### src/rtl/trdb_pkg.sv
// Shared trace-debugger types and sizes for the E-Trace branch-map logic.
package trdb_pkg;

  localparam int unsigned BRANCH_MAP_LEN = 31;
  localparam int unsigned BRANCH_CNT_W   = 5;

  typedef logic [BRANCH_MAP_LEN-1:0] branch_map_t;
  typedef logic [BRANCH_CNT_W-1:0]   branch_cnt_t;

endpackage

### src/rtl/trdb_branch_map_unit.sv
// Branch-map accumulator: records one outcome bit per retired conditional branch
// (1 = not taken) and counts them until the packet emitter flushes the map.
module trdb_branch_map_unit
  import trdb_pkg::*;
#(
  parameter int unsigned MAP_LEN = BRANCH_MAP_LEN,
  parameter int unsigned CNT_W   = BRANCH_CNT_W
) (
  input  logic               clk_i,
  input  logic               rst_ni,
  input  logic               valid_i,
  input  logic               branch_taken_i,
  input  logic               flush_i,
  output logic [MAP_LEN-1:0] map_o,
  output logic [CNT_W-1:0]   branches_o,
  output logic               is_full_o,
  output logic               is_empty_o
);

  localparam logic [CNT_W-1:0] MaxCnt = CNT_W'(MAP_LEN);

  logic [MAP_LEN-1:0] r_map;
  logic [CNT_W-1:0]   r_cnt;
  logic [MAP_LEN-1:0] w_mapD;
  logic [CNT_W-1:0]   w_cntD;

  // A branch arriving together with a flush seeds the fresh map instead of being lost.
  always_comb begin
    w_mapD = r_map;
    w_cntD = r_cnt;
    if (flush_i) begin
      w_mapD = '0;
      w_cntD = '0;
      if (valid_i) begin
        w_mapD[0] = ~branch_taken_i;
        w_cntD    = CNT_W'(1);
      end
    end else if (valid_i && (r_cnt < MaxCnt)) begin
      w_mapD[r_cnt] = ~branch_taken_i;
      w_cntD        = r_cnt + CNT_W'(1);
    end
  end

  always_ff @(posedge clk_i) begin
    if (rst_ni) begin
      r_map <= '0;
      r_cnt <= '0;
    end else begin
      r_map <= w_mapD;
      r_cnt <= w_cntD;
    end
  end

  assign map_o      = r_map;
  assign branches_o = r_cnt;
  assign is_full_o  = (r_cnt == MaxCnt);
  assign is_empty_o = (r_cnt == '0);

  assert property (@(posedge clk_i) disable iff (rst_ni) r_cnt <= MaxCnt);
  assert property (@(posedge clk_i) disable iff (rst_ni) !(is_full_o && is_empty_o));

endmodule

### config.mk
export PLATFORM = sky130hd
export DESIGN_NAME = trdb_branch_map_unit
export DESIGN_NICKNAME = d
export VERILOG_FILES = /design/src/rtl/trdb_pkg.sv /design/src/rtl/trdb_branch_map_unit.sv
export SDC_FILE = /design/constraint.sdc
export NUM_CORES = 1
export LEC_CHECK = 0
export BUFFER_PORTS_ARGS = -buffer_cell sky130_fd_sc_hd__buf_2
export CAP_MARGIN = 20
export CORE_AREA = 4 4 62 64
export DETAILED_ROUTE_END_ITERATION = 7
export DIE_AREA = 0 0 66 68
export PLACE_DENSITY_LB_ADDON = 0.05
export RECOVER_POWER = 50
export SLEW_MARGIN = 10
export SYNTH_ARGS = -nofsm -noshare
export SYNTH_HDL_FRONTEND = slang
export SYNTH_SLANG_ARGS = --single-unit
### constraint.sdc
create_clock -name clk_i -period 2.1 [get_ports clk_i]
set_clock_uncertainty 0.2 [all_clocks]
set_input_delay 0.315 -clock clk_i [delete_from_list [all_inputs] [get_ports clk_i]]
set_output_delay 0.315 -clock clk_i [all_outputs]
set_load 0.005 [all_outputs]
==> results.json, run 1 <==
{
  "cpPeakStageDelay_ns": 0.47,
  "areaGrowthSynthToFinish_pct": 13.9,
  "track_usage_pct": 18.8,
  "cts_max_level": 2,
  "worstSkewPairLatency_ns": 0.34,
  "crit_chain": "inv_1 -> ha_1 -> nor4b_2 -> buf_2",
  "gp_congestion": 0.781,
  "die_h_um": 68,
  "arrival_ns": 1.48,
  "powerDensity_mw_per_mm2": 604,
  "vdd_ir_drop_max_mv": 0.334,
  "die_w_um": 66,
  "final_util_pct": 56.5,
  "drt_iter0_drc": 67,
  "hold_violations": 0,
  "core_mm2": 0.00328,
  "min_path_type": "input pin to flip-flop",
  "fin_tns_setup_ns": 0,
  "ys_types": 36,
  "synth_edf_count": 0,
  "rows": 21,
  "yosys.area.top_type": "dfxtp_1",
  "cts_buffer_depth": 2,
  "post-route-drc-count": 0,
  "synth-seq-cells": 36,
  "antenna_left": 0,
  "gr-total-overflow": 0,
  "max_freq_ghz": 0.501,
  "dp_hpwl_um": 2530,
  "ys_top_cells_by_area": "dfxtp_1 44%, a311oi_1 15%, a21oi_1 8.9%, ha_1 3.8%, mux2i_1 2.5%",
  "status": "finished clean",
  "vias": 1433,
  "synth_common_cells": "36 x dfxtp_1, 29 x a21oi_1, 28 x a311oi_1, 9 x clkbuf_1, 6 x nand2_1",
  "multi_input_area_um2": 802,
  "cp.buffers_inverters": 2,
  "seq_area_frac_synth_pct": 44.2,
  "syn_nets": 177,
  "grt_max_degree": 31,
  "synth_top_area_share_pct": 44.2,
  "syn_area_mm2": 0.00163,
  "finalMaxSlewViolations": 0,
  "wire_per_inst_um": 15.9,
  "first_global_vias": 1281,
  "synth_cells": 167,
  "rsz0062_at_grt": "false",
  "start_util_pct": 49.6,
  "ys.flop_type": "dfxtp_1",
  "vias_per_cell": 5.85,
  "fin_crit_sh_pct": 95.1,
  "numCtsBuffers": 5,
  "relSlewSlack_pct": 60.5,
  "root_buffer": "clkbuf_4",
  "cap_violations": 0,
  "wirelength_um": 3900,
  "diodes": 0,
  "layout_min_cycle_time_ns": 2.00,
  "clk_pin_slew_worst_paths_ns": 0.10,
  "endpoint_kind": "primary output",
  "cp.required_ns": 1.58,
  "post_cts_buffers": 0,
  "drive_gt1_share_pct": 21.1,
  "antenna_found_initial": 0,
  "finalNetCount": 209,
  "cts_num_sinks": 36,
  "setup_viol": 0,
  "avgSynthCellArea_um2": 9.75,
  "rrSetupSlack_ns": 0.29,
  "cp-start-kind": "flip-flop",
  "path_max_fanout": 8,
  "port_buffers": 42,
  "worst_path_dominant_cell_family": "flip-flops",
  "async_reset_ff_share_pct": 0,
  "crit_type": "flip-flop to primary output",
  "dr.pass1.iters": 4,
  "cts_tree": "built",
  "grt_first_pass_wirelength_um": 6310,
  "leakagePower_nw": 0.706,
  "setup_slack_ns": 0.103,
  "ios": 43,
  "worst_pin_slew_ns": 0.592,
  "synth_most_common_cell": "dfxtp_1",
  "seqCellArea_um2": 724,
  "yosys_warnings": 0,
  "dieArea_mm2": 0.00449,
  "slowest_stage": "dfxtp_1",
  "nFillCells": 325,
  "dp_slack_ns": 0.329
}
-- power by group --
part           internal, W  switching, W  leakage (nW)  total [W]
combinational    0.0000290     0.0000552         0.386  0.0000843
clock             0.000123      0.000218        0.0281   0.000341
sequential        0.000688    0.00000830         0.292   0.000696
-- routing by layer --
layer | routed length, um | vias to the layer above | global-route usage [%]
met5 | 0 | - | 0
met1 | 1780 | 676 | 23.7
li1 | - | 712 | -
met4 | 52 | 0 | 6.85
met2 | 1840 | 38 | 30.9
met3 | 229 | 7 | 5.09
-- final cells by class --
cell class              instances  share of cell area [%]
clock buffers                   6                    2.23
repair buffers                 45                    11.5
inverters                       3                   0.607
clock inverters                 1                   0.270
multi-input cells             108                    43.2
well taps                      46                    3.10
flip-flops and latches         36                    39.0
-- worst min-delay path, cell delays in order --
cell	delay, ns
buf_2	0.13
nand3b_1	0.08
a311oi_1	0.07
-- logic make-up after synthesis --
kind of cell / share of synthesized area (%)
compound gates: 26.5
simple gates: 16.1
flops: 44.2
buf+inv: 6.91
fa+ha+maj: 3.84
mux: 2.46
-- cell usage in the layout (no fill, tap or decap), types with 2 or more instances in the layout --
| master | count |
|---|---|
| clkbuf_1 | 18 |
| a21oi_1 | 29 |
| and4bb_2 | 3 |
| clkbuf_4 | 5 |
| and2b_1 | 2 |
| a311oi_1 | 28 |
| buf_2 | 25 |
| nand3_1 | 3 |
| a31oi_1 | 2 |
| ha_1 | 5 |
| and3_1 | 4 |
| buf_4 | 2 |
| and4b_1 | 3 |
| dfxtp_2 | 3 |
| inv_1 | 3 |
| nand2_1 | 6 |
| nor2_1 | 2 |
| mux2i_1 | 4 |
| dfxtp_1 | 33 |
-- through the flow --
stage	cell area (um2)	power (W)	std cells	hold slack (ns)
4_1_cts	1870	0.00113	245	0.0783
6_report	1860	0.00112	245	0.0932
2_1_floorplan	1630	0.000768	167	0.187
5_1_grt	1860	0.00118	245	0.102
3_5_place_dp	1810	0.000793	237	0.252
3_3_place_gp	1810	0.000791	237	0.243
-- sequential cells by signal (all words and copies together) (netlist names) --
signal	count
map_o	31
branches_o	5
-- timing repair --
item / in CTS / in global routing
resized for setup: 0 / 4
endpoints found under the hold margin: 1 / 0
hold buffers: 1 / 0
endpoints found under the setup margin: 0 / 2
-- path summary, 6_finish.rpt --
check,from,endpoint,depth (start not counted)
worst max-delay path,branches_o[0],is_empty_o,4
worst min-delay path,flush_i,map_o[0],3
worst max register to register,branches_o[0],map_o[0],5
worst min register to register,map_o[29],map_o[29],2
Power figures use the tool's default switching activity.
==> run 2: changes to the inputs <==
--- a/config.mk
+++ b/config.mk
@@ -7,9 +7,9 @@
 export LEC_CHECK = 0
 export BUFFER_PORTS_ARGS = -buffer_cell sky130_fd_sc_hd__buf_2
 export CAP_MARGIN = 20
-export CORE_AREA = 4 4 62 64
+export CORE_AREA = 2 2 60 62
 export DETAILED_ROUTE_END_ITERATION = 7
-export DIE_AREA = 0 0 66 68
+export DIE_AREA = 0 0 62 64
 export PLACE_DENSITY_LB_ADDON = 0.05
 export RECOVER_POWER = 50
 export SLEW_MARGIN = 10
==> run 2 against run 1 <==
  * Clock power shrank 1%
  * Non-clock buffer count grew 1
  * Sequential share of layout area shrank 0.28 points
  * Critical path depth is the same
  * Sequential power is essentially flat
  * Highest routed layer unchanged
  * Count of clock-buffer cells in the layout is the same
  * Worst hold slack gained 0.0097 ns
==> results.json, run 2 (same netlist as run 1, synthesis figures left out) <==
{
  "relSlewSlack_pct": 61.1,
  "drive_gt1_share_pct": 22.5,
  "drt_iter0_drc": 145,
  "final_util_pct": 56.8,
  "min_path_type": "input pin to flip-flop",
  "clk_pin_slew_worst_paths_ns": 0.10,
  "met2_length_um": 1850,
  "rows": 21,
  "die_h_um": 64,
  "crit_type": "flip-flop to primary output",
  "root_buffer": "clkbuf_4",
  "setup_viol": 0,
  "reg2reg_depth": 5,
  "power_w": 0.00112,
  "worst_pin_slew_ns": 0.584,
  "gr-total-overflow": 0,
  "dieArea_mm2": 0.00397,
  "vias_per_cell": 5.91,
  "nFillCells": 332,
  "crit_chain": "ha_1 -> and3_1 -> ha_1 -> buf_2",
  "die_w_um": 62,
  "worst_path_dominant_cell_family": "flip-flops",
  "fin_crit_sh_pct": 96.4,
  "cp.buffers_inverters": 1,
  "antenna_left": 0,
  "arrival_ns": 1.51,
  "holdPathStages": 3,
  "leakagePower_nw": 0.723,
  "cts_max_level": 2,
  "powerDensity_mw_per_mm2": 599,
  "layout_min_cycle_time_ns": 2.02,
  "power_frac_clock_pct": 30.1,
  "cap_violations": 0,
  "start_util_pct": 49.6,
  "rsz0062_at_grt": "false",
  "p_comb_share_pct": 7.7,
  "grt_max_degree": 31,
  "antenna_found_initial": 0,
  "areaGrowthSynthToFinish_pct": 14.5,
  "port_buffers": 42,
  "path_max_fanout": 8,
  "cp.depth": 4,
  "dp_hpwl_um": 2500,
  "wire_per_inst_um": 15.7,
  "post-route-drc-count": 0,
  "wirelength_um": 3860,
  "cts_buffer_depth": 2,
  "worstSkewPairLatency_ns": 0.34,
  "status": "finished clean",
  "cpMostUsedCell": "ha_1",
  "cp-start-kind": "flip-flop",
  "wl_met1_um": 1740,
  "cpPeakStageDelay_ns": 0.49,
  "layout_commonest_cell": "dfxtp_1",
  "max_freq_ghz": 0.494,
  "track_usage_pct": 20.9,
  "hold_violations": 0,
  "route.met3.wl_um": 225,
  "grt_first_pass_wirelength_um": 6310,
  "cts_tree": "built",
  "fin_tns_setup_ns": 0,
  "place_area_mm2": 0.00182,
  "finalMaxSlewViolations": 0,
  "dr.pass1.iters": 4,
  "vias": 1454,
  "intPower_w": 0.000841,
  "finalNetCount": 210,
  "first_global_vias": 1323,
  "p_switching_w": 0.000277,
  "post_cts_buffers": 0,
  "vdd_ir_drop_max_mv": 0.337,
  "core_mm2": 0.00328,
  "final_cell_mix": "34 x dfxtp_1, 29 x a21oi_1, 28 x a311oi_1, 28 x buf_2, 15 x clkbuf_1",
  "slowest_stage": "dfxtp_1",
  "swShare_pct": 24.8,
  "numCtsBuffers": 5,
  "endpoint_kind": "primary output",
  "cts_num_sinks": 36,
  "cp.required_ns": 1.58,
  "seq_power_share_pct": 62.2,
  "stdcell_area_mm2": 0.00187,
  "largest_reg_flops": 31,
  "diodes": 0,
  "ios": 43,
  "gp_congestion": 0.767,
  "top_layer": "met4"
}
-- run 2: cell count changes in the layout (fill, tap and decap cells not counted), sizes merged --
cell,before,now
clkbuf,23,20
buf,27,31
-- run 2: worst register-to-register path: stages (launching register included) --
cell	delay, ns
dfxtp_1	0.49
inv_1	0.11
ha_1	0.23
and3b_1	0.25
and3_1	0.22
a311oi_1	0.24
-- run 2: path summary, 6_finish.rpt --
check | startpoint | end | slack [ns]
setup / recovery | branches_o[1] | is_full_o | 0.08
setup reg to reg | branches_o[1] | map_o[0] | 0.27
hold reg to reg | map_o[29] | map_o[29] | 0.26
hold / removal | flush_i | map_o[0] | 0.10
-- run 2: final cells by class --
type	count	area, um2	area share, %
multi-input combinational	108	802	43.0
sequential	36	723	38.8
timing repair buffer	46	225	12.1
tap	46	57.6	3.09
clock buffer	6	41.3	2.21
inverter	3	11.3	0.604
clock inverter	1	5.00	0.268
-- run 2: per-stage QoR --
stage	worst slack (ns)	instances	hold WS, ns
floorplan	0.165	167	0.187
detailed placement	0.289	238	0.254
global route	0.00713	246	0.127
finish	0.0760	246	0.103
CTS	0.0379	246	0.101
global placement	0.412	238	0.243
-- run 2: timing repair --
| action | in CTS | in global routing |
|---|---|---|
| endpoints found under the setup margin | 1 | 2 |
| hold endpoints to repair | 1 | 0 |
| gates cloned | 0 | 0 |
| hold buffers | 1 | 0 |
| gates resized for setup | 1 | 2 |
-- run 2: per-layer routing --
metal | vias to the layer above | track usage (%)
met2 | 53 | 32.8
met1 | 681 | 27.9
met3 | 8 | 4.25
li1 | 712 | -
met5 | - | 0
met4 | 0 | 7.18
-- run 2: power by group through the flow --
stage	sequential (W)	combinational [W]	clock, W
finish	0.000696	0.0000860	0.000336
global route	0.000698	0.0000955	0.000385
CTS	0.000696	0.0000860	0.000346
detailed placement	0.000711	0.0000841	0
global placement	0.000711	0.0000824	0
floorplan	0.000709	0.0000595	0
